<file path="src/rtl/sram_like_bridge.sv">
// Bridges the core's single-cycle SRAM-style port to a req/addr_ok/data_ok bus.
// Generates byte lanes, right-aligns read data, and flags misaligned requests.
module sram_like_bridge #(
   parameter int ADDR_W = 32,
   parameter int DATA_W = 32,
   localparam int NBYTES = DATA_W / 8
) (
   input  logic              clk,
   input  logic              resetn,
   input  logic              cpu_req,
   input  logic              cpu_wr,
   input  logic [1:0]        cpu_size,
   input  logic [ADDR_W-1:0] cpu_addr,
   input  logic [DATA_W-1:0] cpu_wdata,
   output logic [DATA_W-1:0] cpu_rdata,
   output logic              cpu_stall,
   output logic              cpu_addr_err,
   output logic              bus_req,
   output logic              bus_wr,
   output logic [1:0]        bus_size,
   output logic [ADDR_W-1:0] bus_addr,
   output logic [NBYTES-1:0] bus_wstrb,
   output logic [DATA_W-1:0] bus_wdata,
   input  logic              bus_addr_ok,
   input  logic              bus_data_ok,
   input  logic [DATA_W-1:0] bus_rdata
);

   localparam int OFF_W = $clog2(NBYTES);

   typedef enum logic [1:0] {IDLE, ADDR, DATA, DONE} state_t;

   state_t state_q, state_d;

   logic [OFF_W-1:0]  req_off;
   logic [3:0]        req_nbytes;
   logic [OFF_W-1:0]  align_mask;
   logic              size_bad;
   logic              misaligned;
   logic [NBYTES-1:0] req_strb;
   logic [DATA_W-1:0] req_wdata;
   logic [OFF_W-1:0]  lat_off;
   logic [3:0]        lat_nbytes;
   logic [DATA_W-1:0] rd_shifted;
   logic [DATA_W-1:0] cap_rdata;
   logic              accept;
   logic              capture;
   logic              stall;
   logic              addr_err;

   function automatic logic [NBYTES-1:0] lanes(input logic [3:0] nb);
      logic [NBYTES-1:0] m;
      m = '0;
      for (int unsigned i = 0; i < NBYTES; i++) m[i] = (i < 32'(nb));
      return m;
   endfunction

   always_comb begin
      req_off    = cpu_addr[OFF_W-1:0];
      req_nbytes = 4'd1 << cpu_size;
      align_mask = OFF_W'(req_nbytes - 4'd1);
      size_bad   = (32'(cpu_size) > OFF_W);
      misaligned = size_bad || ((req_off & align_mask) != '0);
      req_strb   = lanes(req_nbytes) << req_off;
      req_wdata  = cpu_wdata << {req_off, 3'b000};

      // Read return uses the latched request, since cpu_addr may not be trusted here
      lat_off    = bus_addr[OFF_W-1:0];
      lat_nbytes = 4'd1 << bus_size;
      rd_shifted = bus_rdata >> {lat_off, 3'b000};
      cap_rdata  = '0;
      for (int unsigned i = 0; i < NBYTES; i++) begin
         if (i < 32'(lat_nbytes)) cap_rdata[8*i +: 8] = rd_shifted[8*i +: 8];
      end
   end

   always_comb begin
      state_d  = state_q;
      stall    = 1'b0;
      addr_err = 1'b0;
      accept   = 1'b0;
      capture  = 1'b0;
      case (state_q)
         IDLE: begin
            if (cpu_req) begin
               if (misaligned) begin
                  addr_err = 1'b1;
               end else begin
                  stall   = 1'b1;
                  accept  = 1'b1;
                  state_d = ADDR;
               end
            end
         end
         ADDR: begin
            stall = 1'b1;
            if (bus_addr_ok) begin
               if (bus_data_ok) begin
                  capture = 1'b1;
                  state_d = DONE;
               end else begin
                  state_d = DATA;
               end
            end
         end
         DATA: begin
            stall = 1'b1;
            if (bus_data_ok) begin
               capture = 1'b1;
               state_d = DONE;
            end
         end
         DONE: state_d = IDLE;
         default: state_d = IDLE;
      endcase
   end

   // Combinational outputs are forced low while reset is held
   assign cpu_stall    = stall & resetn;
   assign cpu_addr_err = addr_err & resetn;

   always_ff @(posedge clk or negedge resetn) begin
      if (!resetn) begin
         state_q   <= IDLE;
         bus_req   <= 1'b0;
         bus_wr    <= 1'b0;
         bus_size  <= '0;
         bus_addr  <= '0;
         bus_wstrb <= '0;
         bus_wdata <= '0;
         cpu_rdata <= '0;
      end else begin
         state_q <= state_d;
         bus_req <= (state_d == ADDR);
         if (accept) begin
            bus_wr    <= cpu_wr;
            bus_size  <= cpu_size;
            bus_addr  <= cpu_addr;
            bus_wstrb <= req_strb;
            bus_wdata <= req_wdata;
         end
         if (capture) cpu_rdata <= cap_rdata;
      end
   end

endmodule

</file>
<file path="config.mk">
export PLATFORM = sky130hd
export DESIGN_NAME = sram_like_bridge
export DESIGN_NICKNAME = d
export VERILOG_FILES = /design/src/rtl/sram_like_bridge.sv
export SDC_FILE = /design/constraint.sdc
export NUM_CORES = 1
export LEC_CHECK = 0
export ABC_CLOCK_PERIOD_IN_PS = 2400
export CAP_MARGIN = 25
export CORE_MARGIN = 2
export CORE_UTILIZATION = 44
export DETAILED_ROUTE_END_ITERATION = 10
export MAX_ROUTING_LAYER = met4
export PLACE_DENSITY = 0.87
export SLEW_MARGIN = 10
export SYNTH_ARGS = -nofsm -noshare
export SYNTH_HDL_FRONTEND = slang
export SYNTH_SLANG_ARGS = --single-unit
</file>
<file path="constraint.sdc">
create_clock -name clk -period 2.4 [get_ports clk]
set_input_delay 0.48 -clock clk [delete_from_list [all_inputs] [get_ports clk]]
set_output_delay 0.48 -clock clk [all_outputs]
set_load 0.1 [all_outputs]
</file>
==> flow_metrics.py, run 1 <==
metrics = {
    "global_routing": {
        "grt_util_met1": 0.274,
        "gr-max-usage-layer": "met2",
        "grt_pass1_vias": 4492,
        "grt_overflow_total": 0,
        "grt_pass1_wl_mm": 22.8,
        "antenna_found_initial": 0,
        "use_met3": 0.0400,
        "grt_usage": 0.234,
        "grt_max_degree": 80,
        "globalRouteMet2Util": 0.411,
    },
    "placed_design": {
        "place.gp.congestion": 0.941,
        "post-place-ws_ns": -0.00142,
        "place_hpwl_mm": 10.8,
        "portBuffers": 209,
    },
    "final_layout": {
        "drive_above_1_share": 0.322,
        "fin_util": 0.662,
        "areaGrowthSynthToFinish_pct": 46.7,
        "fin_nets": 767,
        "diodes": 0,
        "nFillCells": 873,
    },
    "status": {
        "status": "complete, no violations",
    },
    "setup_path": {
        "reg2reg_setup_slack_ns": 0.45,
        "crit_slowest_cell": "dfrtp_2",
        "end_kind": "output port",
        "slowest_delay_ns": 0.45,
        "setup.worst_path.start": "state_q[1]$_DFF_PN0_",
        "path_cells": "inv_2 > ha_2 > nand4_4 > nor2b_1 > nor3b_4 > buf_12",
        "required_ns": 1.92,
        "cp_max_fo": 6,
        "setup.worst_path.class": "reg -> out",
        "worstPathArrival_ns": 1.81,
        "r2r-start": "state_q[1]$_DFF_PN0_",
        "startpoint_type": "register",
    },
    "cts": {
        "cts.hold.buffers_added": 0,
        "clockBufferDepth": 2,
        "clk_pin_slew_ns": 0.07,
        "root_buffer": "clkbuf_16",
        "clk_latency_ns": 0.34,
        "cts_tree": "done",
        "numCtsBuffers": 9,
        "post_cts_buffers": 0,
        "htreeDepth": 3,
        "clock_sinks": 106,
    },
    "sta": {
        "worst_pin_slew_ns": 0.653,
        "rsz0062_at_grt": "false",
        "fin_crit_sh": 0.956,
        "relSlewSlack": 0.564,
        "setup_viol": 0,
        "fmax_mhz": 436,
        "drv_slew": 0,
        "hold_violations": 0,
        "setup_ws_ns": 0.105,
        "finalCriticalPeriod_ns": 2.29,
        "fin_skew_ns": 0.00635,
    },
    "min_path": {
        "worstHoldPathType": "in -> async",
    },
    "yosys": {
        "syn_inst": 453,
        "syn-num-nets": 563,
        "synth_area_sq_um": 5150,
        "syn_avg_cell_area_sq_um": 11.4,
        "synth-seq-cells": 106,
        "synth_edf_count": 0,
        "synth_cell_types": 40,
        "synth_ff_type": "dfrtp_1",
        "synth_warnings": 0,
        "synthArstFlopShare": 1.00,
        "ys_seq_area_frac": 0.515,
    },
    "floorplanning": {
        "die_h_um": 112,
        "start_util": 0.451,
        "core_sq_um": 11400,
        "row_count": 39,
        "dieArea_sq_um": 12600,
        "die_x_um": 112,
        "io_pins": 210,
    },
    "detailed_routing": {
        "dr.pass1.iters": 4,
        "vias": 4330,
        "ant_nets": 0,
        "viasPerCell": 5.38,
        "wl_per_cell_um": 18.1,
        "drtIter0Drc": 345,
        "route.detailed.drc": 0,
        "wl_mm": 14.5,
    },
    "flow_run": {
        "drv_cap": 0,
    },
}
==> metrics by stage <==
step / hold WS [ns] / area [sq um] / setup TNS, ns / std cells
2_1_floorplan: 0.184 / 5170 / -0.201 / 453
3_3_place_gp: 0.462 / 7210 / 0 / 788
3_5_place_dp: 0.468 / 7210 / -0.00142 / 788
4_1_cts: 0.189 / 7530 / 0 / 804
5_1_grt: 0.165 / 7560 / 0 / 805
6_report: 0.156 / 7560 / 0 / 805
==> Yosys cell counts, drive strengths merged, types with 2 or more instances <==
cell type    n  share of area
a31oi        2         0.0024
a211oi      17          0.025
nor2b       20          0.024
nand3        6         0.0058
ha           6          0.015
dfrtp      106           0.51
o31ai       17          0.033
nor2        13          0.010
nor3         2         0.0019
nand2       55          0.041
buf         26          0.032
mux2i       32          0.062
mux2        50           0.11
a21o         2         0.0029
clkbuf       8         0.0058
o21ai       31          0.033
a22o        16          0.027
a21oi       27          0.026
inv          3         0.0022
==> cells in the final DEF (no fill, tap or decap), types with 9 or more instances in the layout <==
master           count
mux2_2              50
a21oi_1             26
dfrtp_1            104
o31ai_1              9
clkbuf_16            9
a211oi_1            17
clkdlybuf4s50_1     98
nand2_1             54
buf_12               9
buf_4              115
nor2b_1             20
nor2_1              12
mux2i_1             32
o21ai_0             29
a22o_1              16
==> path summary, 6_finish.rpt <==
kind | endpoint | cells past startpoint
setup / recovery | cpu_stall | 6
hold / removal | cpu_rdata[1]$_DFFE_PN0P_ | 2
setup reg to reg | cpu_rdata[15]$_DFFE_PN0P_ | 6
hold reg to reg | cpu_rdata[29]$_DFFE_PN0P_ | 2
max in group asynchronous | bus_wdata[2]$_DFFE_PN0P_ | 3
min in group clk | cpu_rdata[29]$_DFFE_PN0P_ | 2
==> cells by family (layout without fill, tap and decap cells) <==
logic type / Yosys count / in the layout / synth area share
AOI/OAI and AO/OA: 118 / 118 / 0.162
DFF: 106 / 106 / 0.515
and+or+nand+nor: 102 / 102 / 0.0935
muxes: 82 / 82 / 0.171
buffers and inverters: 37 / 246 / 0.0401
adders and majority gates: 6 / 6 / 0.0146
xor gates and xnor gates: 2 / 2 / 0.00340
==> critical path: cells and delay by family (launching register included) <==
family | cells | cell delay [ns]
fa+ha+maj | 1 | 0.24
buf+inv | 2 | 0.30
simple gates | 3 | 0.48
flops | 1 | 0.45
==> what timing repair did <==
| action | CTS | global route |
|---|---|---|
| hold endpoints to repair | 0 | 0 |
| setup endpoints to repair | 1 | 1 |
| pin swaps | 1 | 0 |
| resized for setup | 2 | 5 |
==> per-layer routing <==
| layer | vias to the layer above | part of all wire |
|---|---|---|
| met5 | - | 0 |
| met4 | 0 | 0.024 |
| met3 | 25 | 0.063 |
| met2 | 183 | 0.51 |
| met1 | 2088 | 0.40 |
| li1 | 2034 | - |
==> flip-flops by register name (all words and copies together) (netlist names) <==
register / flops
bus_addr: 32
bus_req: 1
bus_size: 2
bus_wdata: 32
bus_wr: 1
bus_wstrb: 4
cpu_rdata: 32
state_q: 2
==> final cells by class <==
class                      instances  area, sq um  share of cell area
sequential                       106         2660               0.351
multi-input combinational        310         2310               0.306
timing repair buffer             227         2080               0.276
clock buffer                      11          243              0.0321
tap                              143          179              0.0237
clock inverter                     5         77.6              0.0103
inverter                           3         11.3             0.00149
Power of run 1 is left out: the tool's default activity adds up to more than one toggle a clock period on the data nets, which glitch-free logic cannot reach.
==> run 2, diff against run 1 <==
--- a/config.mk
+++ b/config.mk
@@ -5,13 +5,14 @@
 export SDC_FILE = /design/constraint.sdc
 export NUM_CORES = 1
 export LEC_CHECK = 0
-export ABC_CLOCK_PERIOD_IN_PS = 2400
+export ABC_CLOCK_PERIOD_IN_PS = 2100
 export CAP_MARGIN = 25
 export CORE_MARGIN = 2
-export CORE_UTILIZATION = 44
+export CORE_UTILIZATION = 39
+export CTS_CLUSTER_SIZE = 12
 export DETAILED_ROUTE_END_ITERATION = 10
 export MAX_ROUTING_LAYER = met4
-export PLACE_DENSITY = 0.87
+export PLACE_DENSITY = 0.82
 export SLEW_MARGIN = 10
 export SYNTH_ARGS = -nofsm -noshare
 export SYNTH_HDL_FRONTEND = slang
==> constraint.sdc (replaced) <==
create_clock -name clk -period 2.1 [get_ports clk]
set_input_delay 0.42 -clock clk [delete_from_list [all_inputs] [get_ports clk]]
set_output_delay 0.42 -clock clk [all_outputs]
set_load 0.1 [all_outputs]
==> flow_metrics.py, run 2 (synthesized netlist as in run 1, its figures left out) <==
metrics = {
    "status": {
        "status": "complete, no violations",
    },
    "setup_path": {
        "worstPathArrival_ns": 1.65,
        "setup.worst_path.class": "reg -> out",
        "setup.worst_path.start": "state_q[0]$_DFF_PN0_",
        "end_kind": "output port",
        "r2r-start": "state_q[1]$_DFF_PN0_",
        "required_ns": 1.68,
        "startpoint_type": "register",
        "r2r-end": "cpu_rdata[11]$_DFFE_PN0P_",
        "cp_max_fo": 4,
        "rr_worst_depth": 7,
        "crit_end": "cpu_stall",
        "reg2reg_setup_slack_ns": 0.12,
    },
    "sta": {
        "fin_skew_ns": 0.00528,
        "worst_pin_slew_ns": 0.677,
        "rsz0062_at_grt": "true",
        "setup_viol": 0,
        "relSlewSlack": 0.548,
        "fin_crit_sh": 0.987,
        "hold_violations": 0,
        "finalCriticalPeriod_ns": 2.07,
        "drv_slew": 0,
        "fmax_mhz": 482,
    },
    "placed_design": {
        "place_area_sq_um": 7290,
        "place_hpwl_mm": 10.9,
        "place.gp.congestion": 0.884,
        "portBuffers": 209,
    },
    "global_routing": {
        "antenna_found_initial": 0,
        "grt_overflow_total": 0,
        "grt_pass1_wl_mm": 23.8,
        "grt_max_degree": 94,
        "grt_usage": 0.216,
        "grt_pass1_vias": 4570,
    },
    "detailed_routing": {
        "wl_per_cell_um": 17.7,
        "vias": 4437,
        "ant_nets": 0,
        "wl_mm": 14.8,
        "route.detailed.drc": 0,
        "dr.pass1.iters": 4,
        "drtIter0Drc": 306,
        "viasPerCell": 5.30,
    },
    "cts": {
        "numCtsBuffers": 9,
        "clockBufferDepth": 2,
        "clk_pin_slew_ns": 0.07,
        "cts_tree": "done",
        "clock_sinks": 106,
        "root_buffer": "clkbuf_16",
        "clk_latency_ns": 0.34,
        "htreeDepth": 3,
    },
    "floorplanning": {
        "core_sq_um": 12800,
        "io_pins": 210,
        "die_h_um": 119,
        "row_count": 41,
        "die_x_um": 119,
        "dieArea_sq_um": 14200,
        "start_util": 0.403,
    },
    "final_layout": {
        "fin_area_sq_um": 7600,
        "areaGrowthSynthToFinish_pct": 47.4,
        "mostFrequentLayoutCell": "buf_4",
        "multi_input_area_sq_um": 2340,
        "ff_latch_area_sq_um": 2660,
        "nFillCells": 1028,
        "reg_top3": "bus_addr (32), bus_wdata (32), cpu_rdata (32)",
        "drive_above_1_share": 0.325,
        "diodes": 0,
        "fin_nets": 774,
        "final_cell_mix": "buf_4, dfrtp_1, clkdlybuf4s50_1",
    },
    "flow_run": {
        "drv_cap": 0,
    },
    "min_path": {
        "worstHoldPathType": "in -> async",
    },
}
run 2: area by class of cell:
class | count | area share
multi-input cells | 310 | 0.308
repair buffers | 234 | 0.280
clock inverters | 1 | 0.000659
inverters | 3 | 0.00214
flip-flops and latches | 106 | 0.349
well taps | 172 | 0.0283
clock buffers | 11 | 0.0319
run 2: repair_timing:
item	4_1_cts	5_1_grt
resized for setup	8	2
endpoints found under the hold margin	13	0
hold buffers	1	0
setup endpoints to repair	2	1
cloned	0	0
pin swaps	2	3
setup buffers	2	2
run 2: critical path, cell delays in order, from the launching register on:
cell     delay (ns)
dfrtp_2        0.43
inv_4          0.08
ha_4           0.15
nand4_4        0.07
nor2b_4        0.15
nor3b_4        0.22
buf_12         0.20
run 2: worst min path at each step:
stage                       from                       end  slack, ns  cells after the start
after floorplan           resetn   bus_addr[0]$_DFFE_PN0P_       0.12                      0
after global placement    resetn   bus_size[0]$_DFFE_PN0P_       0.30                      1
after detailed placement  resetn   bus_size[0]$_DFFE_PN0P_       0.31                      1
after CTS                 resetn  cpu_rdata[0]$_DFFE_PN0P_       0.19                      2
after global routing      resetn  cpu_rdata[0]$_DFFE_PN0P_       0.21                      2
final                     resetn  cpu_rdata[0]$_DFFE_PN0P_       0.14                      2
run 2: metrics by stage:
stage                     setup slack, ns  instances  utilization  hold slack [ns]  setup TNS [ns]
after floorplan                    -0.303        453            -            0.124          -0.305
after global placement             -0.112        820        0.571            0.298          -0.190
after detailed placement           -0.192        820        0.571            0.305           -2.10
after CTS                          0.0141        835        0.593            0.192               0
after global routing              -0.0529        837        0.595            0.213         -0.0529
final                              0.0269        837        0.595            0.144               0
run 2: per-layer routing:
metal	track usage	vias up	part of all wire
met3	0.0522	24	0.077
met2	0.364	215	0.51
met1	0.254	2154	0.40
met5	-	-	0
li1	-	2044	-
met4	0.0751	0	0.017
Power of run 2 is left out for the same reason.
